### config.mk
export PLATFORM = sky130hd
export DESIGN_NAME = alu_serial_exec
export DESIGN_NICKNAME = d
export VERILOG_FILES = /design/src/rtl/alu_serial_exec.sv
export SDC_FILE = /design/constraint.sdc
export NUM_CORES = 1
export LEC_CHECK = 0
export ABC_CLOCK_PERIOD_IN_PS = 7600
export BUFFER_PORTS_ARGS = -buffer_cell sky130_fd_sc_hd__buf_2
export CAP_MARGIN = 20
export CORE_AREA = 2 2 153 110
export CTS_BUF_LIST = sky130_fd_sc_hd__clkbuf_8
export DETAILED_ROUTE_END_ITERATION = 6
export DIE_AREA = 0 0 155 112
export PLACE_DENSITY = 0.81
export SETUP_SLACK_MARGIN = 0.2
export SLEW_MARGIN = 20
export SYNTH_ARGS = -nofsm -noshare
export SYNTH_HDL_FRONTEND = slang
export SYNTH_SLANG_ARGS = --single-unit
### constraint.sdc
create_clock -name clk -period 7.6 [get_ports clk]
set_clock_uncertainty 0.05 [all_clocks]
set_input_delay 0 -clock clk [delete_from_list [all_inputs] [get_ports clk]]
set_output_delay 0 -clock clk [all_outputs]
set_load 0.01 [all_outputs]
### src/rtl/alu_serial_exec.sv
// Execute unit: single-cycle logic/arith/compare ops plus 1-bit-per-cycle serial shifts.
// Latency 1 cycle, or shamt+1 for shifts; ready drops while shifting and starts are ignored then.
module alu_serial_exec #(
  parameter int DATA_WIDTH = 32,
  parameter int SHAMT_W    = $clog2(DATA_WIDTH)
) (
  input  logic                  clk,
  input  logic                  reset,
  input  logic [3:0]            Operation,
  input  logic [DATA_WIDTH-1:0] SrcA,
  input  logic [DATA_WIDTH-1:0] SrcB,
  input  logic                  start,
  output logic                  ready,
  output logic                  done,
  output logic [DATA_WIDTH-1:0] ALUResult,
  output logic                  Zero
);

  typedef enum logic [1:0] {IDLE, SHIFT, FIN} state_t;
  typedef enum logic [1:0] {SH_LL, SH_RL, SH_RA} shkind_t;

  state_t                state, state_n;
  shkind_t               kind, kind_q;
  logic                  is_shift;
  logic [SHAMT_W-1:0]    shamt, cnt;
  logic [DATA_WIDTH-1:0] shreg, shreg_step, single_res;
  logic                  accept, slt;

  assign shamt  = SrcB[SHAMT_W-1:0];
  assign ready  = (state != SHIFT);
  assign done   = (state == FIN);
  assign accept = start && ready;
  assign slt    = $signed(SrcA) < $signed(SrcB);

  always_comb begin
    single_res = '0;
    is_shift   = 1'b0;
    kind       = SH_LL;
    case (Operation)
      4'b0000: single_res = SrcA & SrcB;
      4'b0001: single_res = SrcA | SrcB;
      4'b0010: single_res = SrcA + SrcB;
      4'b0011: single_res = SrcA ^ SrcB;
      4'b0110: single_res = SrcA - SrcB;
      4'b0111,
      4'b1111: single_res = {{(DATA_WIDTH-1){1'b0}}, slt};
      4'b1000: single_res = {{(DATA_WIDTH-1){1'b0}}, (SrcA == SrcB)};
      // Shift ops land here only with shamt=0 in practice: result is SrcA unchanged.
      4'b0100: begin is_shift = 1'b1; kind = SH_LL; single_res = SrcA; end
      4'b0101: begin is_shift = 1'b1; kind = SH_RL; single_res = SrcA; end
      4'b1001: begin is_shift = 1'b1; kind = SH_RA; single_res = SrcA; end
      default: single_res = '0;
    endcase
  end

  always_comb begin
    shreg_step = shreg;
    case (kind_q)
      SH_LL:   shreg_step = {shreg[DATA_WIDTH-2:0], 1'b0};
      SH_RL:   shreg_step = {1'b0, shreg[DATA_WIDTH-1:1]};
      SH_RA:   shreg_step = {shreg[DATA_WIDTH-1], shreg[DATA_WIDTH-1:1]};
      default: shreg_step = shreg;
    endcase
  end

  always_ff @(posedge clk) begin
    if (reset) state <= IDLE;
    else       state <= state_n;
  end

  always_comb begin
    state_n = state;
    case (state)
      IDLE, FIN: begin
        if (start) state_n = (is_shift && shamt != '0) ? SHIFT : FIN;
        else       state_n = IDLE;
      end
      SHIFT:   if (cnt <= SHAMT_W'(1)) state_n = FIN;
      default: state_n = IDLE;
    endcase
  end

  always_ff @(posedge clk) begin
    if (reset) begin
      kind_q    <= SH_LL;
      cnt       <= '0;
      shreg     <= '0;
      ALUResult <= '0;
      Zero      <= 1'b1;
    end else if (accept) begin
      kind_q <= kind;
      if (is_shift && shamt != '0) begin
        shreg <= SrcA;
        cnt   <= shamt;
      end else begin
        ALUResult <= single_res;
        Zero      <= (single_res == '0);
      end
    end else if (state == SHIFT) begin
      shreg <= shreg_step;
      cnt   <= cnt - SHAMT_W'(1);
      // The last step writes the result directly so FIN is entered with it valid.
      if (cnt <= SHAMT_W'(1)) begin
        ALUResult <= shreg_step;
        Zero      <= (shreg_step == '0);
      end
    end
  end

endmodule

# Word-level counts from Yosys, hierarchy flattened
# Cells that the tools add are included.
[word_totals] reg_bits=74 latchBits=0 ramBits=0 rom_bits=0 output_inout_bits=35 memories=0
[classes] addsub=3 multipliers=0 div=0 magnitude_cmp=2 n_eq_ne=19 n_shift=0 n_mux=22 bitwise=3 reduce_logical=15
[op_table] op="case mux 32 bit (8 select lines)" count=1
[op_table] op="two-way mux 32 bit" count=7
[op_table] op="case mux 32 bit (3 select lines)" count=1
[op_table] op="zero test 32 bit" count=2
[op_table] op="adder 32 bit" count=1
[op_table] op="AND 32 bit" count=1
[op_table] op="equality test 32 bit" count=1
[op_table] op="< comparator 32 bit" count=1
[op_table] op="OR 32 bit" count=1
[op_table] op="subtractor 32 bit" count=1
[op_table] op="bitwise XOR 32 bit" count=1
[op_table] op="equality test 4 x 3 -> 1 bit (second input constant)" count=4
[op_table] op="two-way mux 5 bit" count=3
[op_table] op="equality test 4 bit (second input constant)" count=3
[op_table] op="equality test 4 x 2 -> 1 bit (second input constant)" count=2
[op_table] op="case mux 2 bit (2 select lines)" count=2
[op_table] op="two-way mux 2 bit" count=3
[op_table] op="less-or-equal comparator 5 x 1 -> 1 bit (second input constant)" count=1
[op_table] op="two-way mux 1 bit" count=5
[op_table] op="nonzero test 5 bit" count=1
[op_table] op="subtractor 5 x 1 -> 5 bit (second input constant)" count=1
[op_table] op="equality test 2 x 1 -> 1 bit (second input constant)" count=2
[op_table] op="equality test 2 bit (second input constant)" count=2
[op_table] op="equality test 4 x 1 -> 1 bit (second input constant)" count=1
[op_table] op="10 further kinds" count=16

# Longest topological paths before layout
# Gate-level depths: netlist of the first run.
[depth] word_depth=7 ltp_mapped=15 mapped_depth_nobuf=15

# Least setup slack after synthesis of the first run
# Ideal clock, no wire load.
[synth_timing] path_kind="input port to flip-flop" start="input port SrcA[0]" end="register Zero" setup_ps=87 t_arrival_ps=3219 required_ps=7463 slack_ps=4244 cell_stages=13 n_path_buf=0 path_cell_list="ha_1 -> inv_1 -> fa_1 -> nor2b_4 -> o2111ai_2 -> a211oi_2 -> a221oi_2 -> o41ai_2 -> o221ai_1 -> a221o_1 -> or3_1 -> or4_1 -> o31ai_1"
[synth_between] elab_chain_len=5 elab_cells_between_ends=11 cone_classes="add/sub (2); order compare (1); eq/ne (1); mux (3); bitwise (3); reduce/logical (1)"
[synth_rtl] item="from (decl)" line="10" rtl="input logic [DATA_WIDTH-1:0] SrcA,"
[synth_rtl] item="subtractor 32 bit (tied with other cells)" line="44" rtl="4'b0110: single_res = SrcA - SrcB;"
[synth_rtl] item="case mux 32 bit (8 select lines) (*)" line="39" rtl="case (Operation)"
[synth_rtl] item="zero test 32 bit (*)" line="97" rtl="Zero <= (single_res == '0);"
[synth_rtl] item="two-way mux 1 bit (*)" line="92" rtl="if (is_shift && shamt != '0) begin"
[synth_rtl] item="two-way mux 1 bit (*)" line="90" rtl="end else if (accept) begin"
[synth_rtl] item="to (signal assigned)" line="97"
[synth_rtl] item="to (signal assigned)" line="105" rtl="Zero <= (shreg_step == '0);"
[synth_rtl] item="to (decl)" line="16" rtl="output logic Zero"
# Mark *: on every way between the ends. The rest lies on a longest branch, timed or not. The select of a mux whose other input is x is not followed.
# A chain may end at the register's enable or synchronous reset.

# Worst setup path after layout of the first run
[layout_timing] start="input port SrcB[0]" end="register Zero"
[layout_between] elab_chain_len=5 elab_cells_between_ends=15 cone_classes="add/sub (2); order compare (1); eq/ne (2); mux (3); bitwise (3); reduce/logical (4)"
[layout_rtl] item="from (decl)" line="11" rtl="input logic [DATA_WIDTH-1:0] SrcB,"
[layout_rtl] item="subtractor 32 bit (tied with other cells)" line="44"
[layout_rtl] item="case mux 32 bit (8 select lines)" line="39"
[layout_rtl] item="zero test 32 bit" line="97"
[layout_rtl] item="two-way mux 1 bit" line="92"
[layout_rtl] item="two-way mux 1 bit" line="90"
# Parallel ways exist; a longest one is shown, timed or not. The select of a mux whose other input is x is not followed.

==> out/results.ini, run 1 <==
[global_routing]
grt_pass1_wl_um=59500
antenna_found_initial=0
grt_pass1_vias=10800
grt_overflow=0
grt_max_degree=83
grt_use_total_pct=43.3

[logic_synthesis]
synth_cell_types=88
synthCells=1499
async_reset_ff_share_pct=0
seq_area_frac_synth_pct=14.7
syn_area_per_cell_um2=6.74
synth_edf_count=0
ys.flop_type=dfxtp_1
synthesis.area_um2=10100
synth.net_count=1673
ys_ff_latch=74
ys_warn_count=0

[routing]
drc=0
drt_iter0_drc=2013
antenna_left=0
routed_via_density=6.94
routedWlPerCell_um=22.1
dr.pass1.iters=6
routed_wl_um=38400
num_vias=12100

[floorplanning]
row_count=39
core_area_um2=16000
die_h_um=112
initial_core_util_pct=63.4
io-pin-count=106
die-area_um2=17400
die_w_um=155

[run]
maxCapViolations=0

[timing]
fin_crit_sh_pct=61.6
max_freq_mhz=213
worst_slack_ns=2.92
finalHoldViolations=0
timing.hold.ws_ns=0.0299
fin_setup_tns_ns=0
slew_violations=0
finalSetupViolCount=0
grt_setup_unrepaired=no
worst_slew_pin_slew_ns=1.07
maxSlewHeadroom_pct=27.6
fin_crit_ns=4.68

[setup_path]
r2r_setup_slack_ns=3.52
cp-start-kind=input pin
arrival_ns=4.91
cp_max_fo=5
worstSetupEndpointType=register
timing.rr.end=Zero$_SDFFE_PP1P_
reg2regPathDepth=11
cp.required_ns=7.83
worstSetupPathType=in2reg
r2r-start=state[1]$_SDFFE_PP0P_

[cells_and_area]
fin_nets=1702
syn_to_final_growth_pct=7.31
drive_gt1_share_pct=11.0
antennaDiodeCount=0
final_core_util_pct=68.0

[place]
portBuffers=105
globalplace.congestion=1.14
dp_hpwl_um=29100
pre_cts_ws_ns=3.18

[status]
status=completed

[power]
peakVddDrop_uv=104
power_density_nw_per_um2=133
leakagePower_nw=4.62

[clock_tree]
clockBufferDepth=2
clock_latency_ns=0.36
post_cts_buffers=0
root_buffer=clkbuf_8
numCtsBuffers=9
cts_tree=yes
cts_resized=0
clk_pin_slew_worst_paths_ns=0.07
cts_sinks=74
ctsHtreeMaxLevel=3

[hold_path]
hold_depth=3
min-delay-start=SrcA[26]
hold_end=shreg[26]$_SDFFE_PP0P_
min_path_type=in2reg

## routing by layer
metal  track usage (%)  part of all wire (%)  vias to the layer above  routed length [um]
met4              15.4                   4.3                        0                1640
met5                 0                     0                        -                   0
met1              61.3                    41                     5533               15600
met3              13.2                    15                      112                5910
met2              61.7                    40                      891               15300
li1                  -                     -                     5523                   -
## state kept, by name (all words and copies together) (netlist names)
signal / count
shreg: 32
state: 2
Zero: 1
cnt: 5
kind_q: 2
ALUResult: 32
## cells by family after synthesis
| logic type | Yosys count | synth area share [%] |
|---|---|---|
| mux | 19 | 1.88 |
| compound gates | 542 | 35.9 |
| flops | 74 | 14.7 |
| xor+xnor | 10 | 0.866 |
| buf+inv | 216 | 8.60 |
| simple gates | 535 | 25.2 |
| fa+ha+maj | 103 | 12.9 |
## where the power goes
part / internal [mW] / switching [mW] / total, mW
sequential: 0.411 / 0.0180 / 0.429
combinational: 0.230 / 0.464 / 0.694
clock: 0.168 / 0.151 / 0.319
## stage by stage
step                std cells  total power, mW  cell area, um2
floorplan                1499            0.886           10100
global route             1738             1.51           10800
CTS                      1738             1.41           10800
detailed placement       1716             1.09           10600
finish                   1738             1.44           10800
global placement         1716             1.09           10600
## placed cells by master (no fill, tap or decap), types with 6 or more instances in the layout
master and instances:
a22oi_1 18, and2_1 6, inv_1 107, nor3_1 32, mux2i_1 19, a21o_1 14, and3_1 7, a221o_1 11
clkbuf_8 11, nand3_1 21, o21ai_0 102, nor4_1 23, a211o_1 8, o21bai_1 6, nand4_1 21, o221ai_1 8
o311ai_0 7, ha_1 101, a31oi_1 9, nor2b_1 22, xnor2_1 6, or3_1 15, a311oi_1 7, o31ai_1 26
a221oi_1 8, o22ai_1 8, a211oi_1 42, o211ai_1 49, buf_2 105, dlygate4sd3_1 6, nand2_1 141, buf_4 16
nor2_1 175, a21oi_1 148, nand3b_1 9, nand2b_1 40, dfxtp_1 73
## timing repair
| item | 4_1_cts | 5_1_grt |
|---|---|---|
| endpoints found under the hold margin | 6 | 0 |
| endpoints found under the setup margin | 0 | 0 |
| hold buffers | 6 | 0 |
## worst max-delay path, stage by stage
cell	delay [ns]
dlygate4sd3_1	0.53
buf_2	0.17
ha_1	0.18
inv_1	0.06
fa_1	0.41
nor2b_1	0.18
o311ai_2	0.40
a21oi_1	0.15
o31ai_1	0.89
o21ai_0	0.28
xnor2_1	0.18
a221oi_1	0.56
nand4b_1	0.15
or4_1	0.53
o31ai_1	0.24
## area by class of cell
type	instances	area (um2)
Clock buffer	11	151
Sequential cell	74	1480
Clock inverter	5	52.6
Tap cell	205	256
Inverter	107	402
Fill cell	1437	5110
Timing Repair Buffer	127	706
Multi-Input combinational cell	1209	7800
## synth_stat cells, drive strengths merged (32+ instances only)
master | number | area, um2
a21oi | 151 | 763
nand2 | 141 | 529
nor2 | 175 | 657
o211ai | 49 | 368
nand2b | 40 | 250
inv | 107 | 402
dfxtp | 74 | 1480
nor3 | 32 | 160
ha | 101 | 1260
a211oi | 44 | 340
o21ai | 104 | 524
clkbuf | 79 | 297
## how the worst max path moves through the flow
stage | startpoint | end | slack (ns) | cells past startpoint
3_3_place_gp | SrcB[0] | Zero$_SDFFE_PP1P_ | 3.30 | 15
5_1_grt | SrcB[0] | Zero$_SDFFE_PP1P_ | 2.74 | 16
4_1_cts | SrcB[0] | Zero$_SDFFE_PP1P_ | 3.11 | 16
3_5_place_dp | Operation[1] | Zero$_SDFFE_PP1P_ | 3.18 | 12
6_report | SrcB[0] | Zero$_SDFFE_PP1P_ | 2.92 | 15
2_1_floorplan | SrcA[0] | Zero$_SDFFE_PP1P_ | 4.24 | 13
No activity file was read; power rests on OpenSTA's default activity.
==> inputs of run 2 (changes only) <==
- ABC_CLOCK_PERIOD_IN_PS: 7600 -> 4000
- CORE_AREA: 2 2 153 110 -> 2 2 163 117
- DIE_AREA: 0 0 155 112 -> 0 0 165 119
- PLACE_DENSITY: 0.81 -> 0.76
- clock period: 7.6 -> 4 ns (I/O delays scaled with it)
==> run 2 against run 1 <==
- the flow now finishes with violations (DRC)
- critical path depth unchanged
- final cell count is 7.1% higher
- design area increased by 7.1%
- clock-buffer cell count did not move
- utilization shrank 4.7 points
- worst setup slack worse by 2.6 ns
- sequential share of layout area down 0.90 points
- combinational power grew 110%
- via count is 2.2% higher
- clock power rose by 130%
==> out/results.ini, run 2 (synthesis gave the netlist of run 1 again) <==
[run]
maxCapViolations=0

[global_routing]
grt_max_degree=76
antenna_found_initial=0
grt_pass1_vias=11200
grt_pass1_wl_um=62100
grt_use_total_pct=40.3
grt_overflow=0

[status]
violations=DRC
status=complete, but fails checks

[setup_path]
cp.required_ns=4.24
reg2regPathDepth=11
worstSetupPathType=in2reg
timing.rr.end=Zero$_SDFFE_PP1P_
arrival_ns=3.93
r2r-start=state[1]$_SDFFE_PP0P_
crit_chain=buf_2 > ha_1 > inv_1 > fa_1 > nor2b_4 > o2111ai_2 > and2_1 > o21ai_0 > a21oi_1 > o41ai_1 > and3b_1 > nand4_1 > or3_1 > or4_1 > o31ai_1
cp_max_fo=5
worstSetupEndpointType=register
slowest_stage=or4_1
cp-start-kind=input pin
r2r_setup_slack_ns=0.58
critPathMaxStageDelay_ns=0.53

[floorplanning]
core_area_um2=18300
io-pin-count=106
die_w_um=165
row_count=42
die_h_um=119
initial_core_util_pct=55.1
die-area_um2=19600

[power]
leakagePower_nw=5.05
sw_frac_of_total_pct=41.3
p_sw_mw=1.24
pwr-share-comb_pct=47.8
p_seq_share_pct=27.3
power_density_nw_per_um2=258
p_int_mw=1.76
peakVddDrop_uv=177
clockPowerShare_pct=24.9

[timing]
worst_slew_pin_slew_ns=0.918
fin_crit_sh_pct=92.2
maxSlewHeadroom_pct=38.2
slew_violations=0
fin_setup_tns_ns=0
finalHoldViolations=0
finalSetupViolCount=0
max_freq_mhz=271
fin_crit_ns=3.69
grt_setup_unrepaired=no
worst_slack_ns=0.312

[clock_tree]
cts_sinks=74
clock_latency_ns=0.37
clockBufferDepth=2
ctsHtreeMaxLevel=3
cts_tree=yes
numCtsBuffers=9
clk_pin_slew_worst_paths_ns=0.09
root_buffer=clkbuf_8

[routing]
drt_iter0_drc=1679
drc=1
routed_wl_um=40200
routedWlPerCell_um=21.6
routed_via_density=6.62
dr.pass1.iters=7
num_vias=12300
antenna_left=0

[place]
pre_cts_ws_ns=0.0577
dp_hpwl_um=31300
postPlaceCellArea_um2=11300
globalplace.congestion=1.07
portBuffers=105

[cells_and_area]
drive_gt1_share_pct=15.8
biggestRegsByFlops=ALUResult x32, shreg x32, cnt x5
syn_to_final_growth_pct=14.9
antennaDiodeCount=0
layout_common_cells=175 x nor2_1, 148 x a21oi_1, 141 x nand2_1
fin_nets=1788
final_common_cell=nor2_1
final_area_um2=11600

[hold_path]
hold_end=shreg[13]$_SDFFE_PP0P_
min_path_type=in2reg
min-delay-start=SrcA[13]
hold_depth=3

==> run 2: cell count changes in the layout (fill, tap and decap cells not counted), sizes merged <==
cell | before | now
inv | 109 | 107
buf | 121 | 206
bufinv | 1 | 3
dlygate4sd3 | 6 | 7
==> run 2: cell type report <==
class	count	area, um2
well taps	242	303
clock buffers	11	151
clock inverters	5	100
multi-input cells	1209	7810
flip-flops and latches	74	1480
fillers	1749	6720
inverters	107	402
repair buffers	213	1370
==> run 2: power by group through the flow <==
stage                     clock network [mW]  logic (mW)  registers, mW
after floorplan                            0       0.849          0.835
after global placement                     0        1.36          0.832
after detailed placement                   0        1.36          0.833
after CTS                              0.745        1.38          0.816
after global routing                   0.779        1.54          0.822
final                                  0.748        1.43          0.818
==> run 2: layer usage <==
layer	up-vias	track usage [%]	part of all wire, %
li1	5713	-	-
met1	5644	57.1	42
met2	851	57.2	40
met3	114	11.9	14
met4	0	15.1	4.1
met5	-	0	0
==> run 2: critical path: cells and delay by family <==
| kind | cells | cell delay [ns] |
|---|---|---|
| adders and majority gates | 2 | 0.65 |
| AOI/OAI and AO/OA | 5 | 1.39 |
| buffers and inverters | 2 | 0.21 |
| and+or+nand+nor | 6 | 1.66 |
==> run 2: what timing repair did <==
action / CTS / global route
buffers inserted: 0 / 1
endpoints found under the setup margin: 0 / 2
hold buffers: 7 / 0
hold endpoints to repair: 6 / 0
resized for setup: 0 / 2
==> run 2: stage by stage <==
step                      hold WS (ns)  std cells  utilization, %  power, mW
after floorplan                  0.102       1499               -       1.68
after global placement           0.293       1837            61.5       2.19
after detailed placement         0.297       1837            61.5       2.20
after CTS                       0.0142       1860            63.2       2.94
after global routing            0.0318       1861            63.3       3.14
final                           0.0254       1861            63.3       3.00
==> run 2: worst max path at each step <==
stage | start | to | slack, ns
after global placement | SrcB[0] | Zero$_SDFFE_PP1P_ | 0.16
after detailed placement | SrcB[0] | Zero$_SDFFE_PP1P_ | 0.06
after global routing | SrcA[5] | Zero$_SDFFE_PP1P_ | 0.20
final | SrcB[0] | Zero$_SDFFE_PP1P_ | 0.31
after CTS | SrcA[21] | ALUResult[30]$_SDFFE_PP0P_ | 0.38
after floorplan | SrcA[0] | Zero$_SDFFE_PP1P_ | 0.64
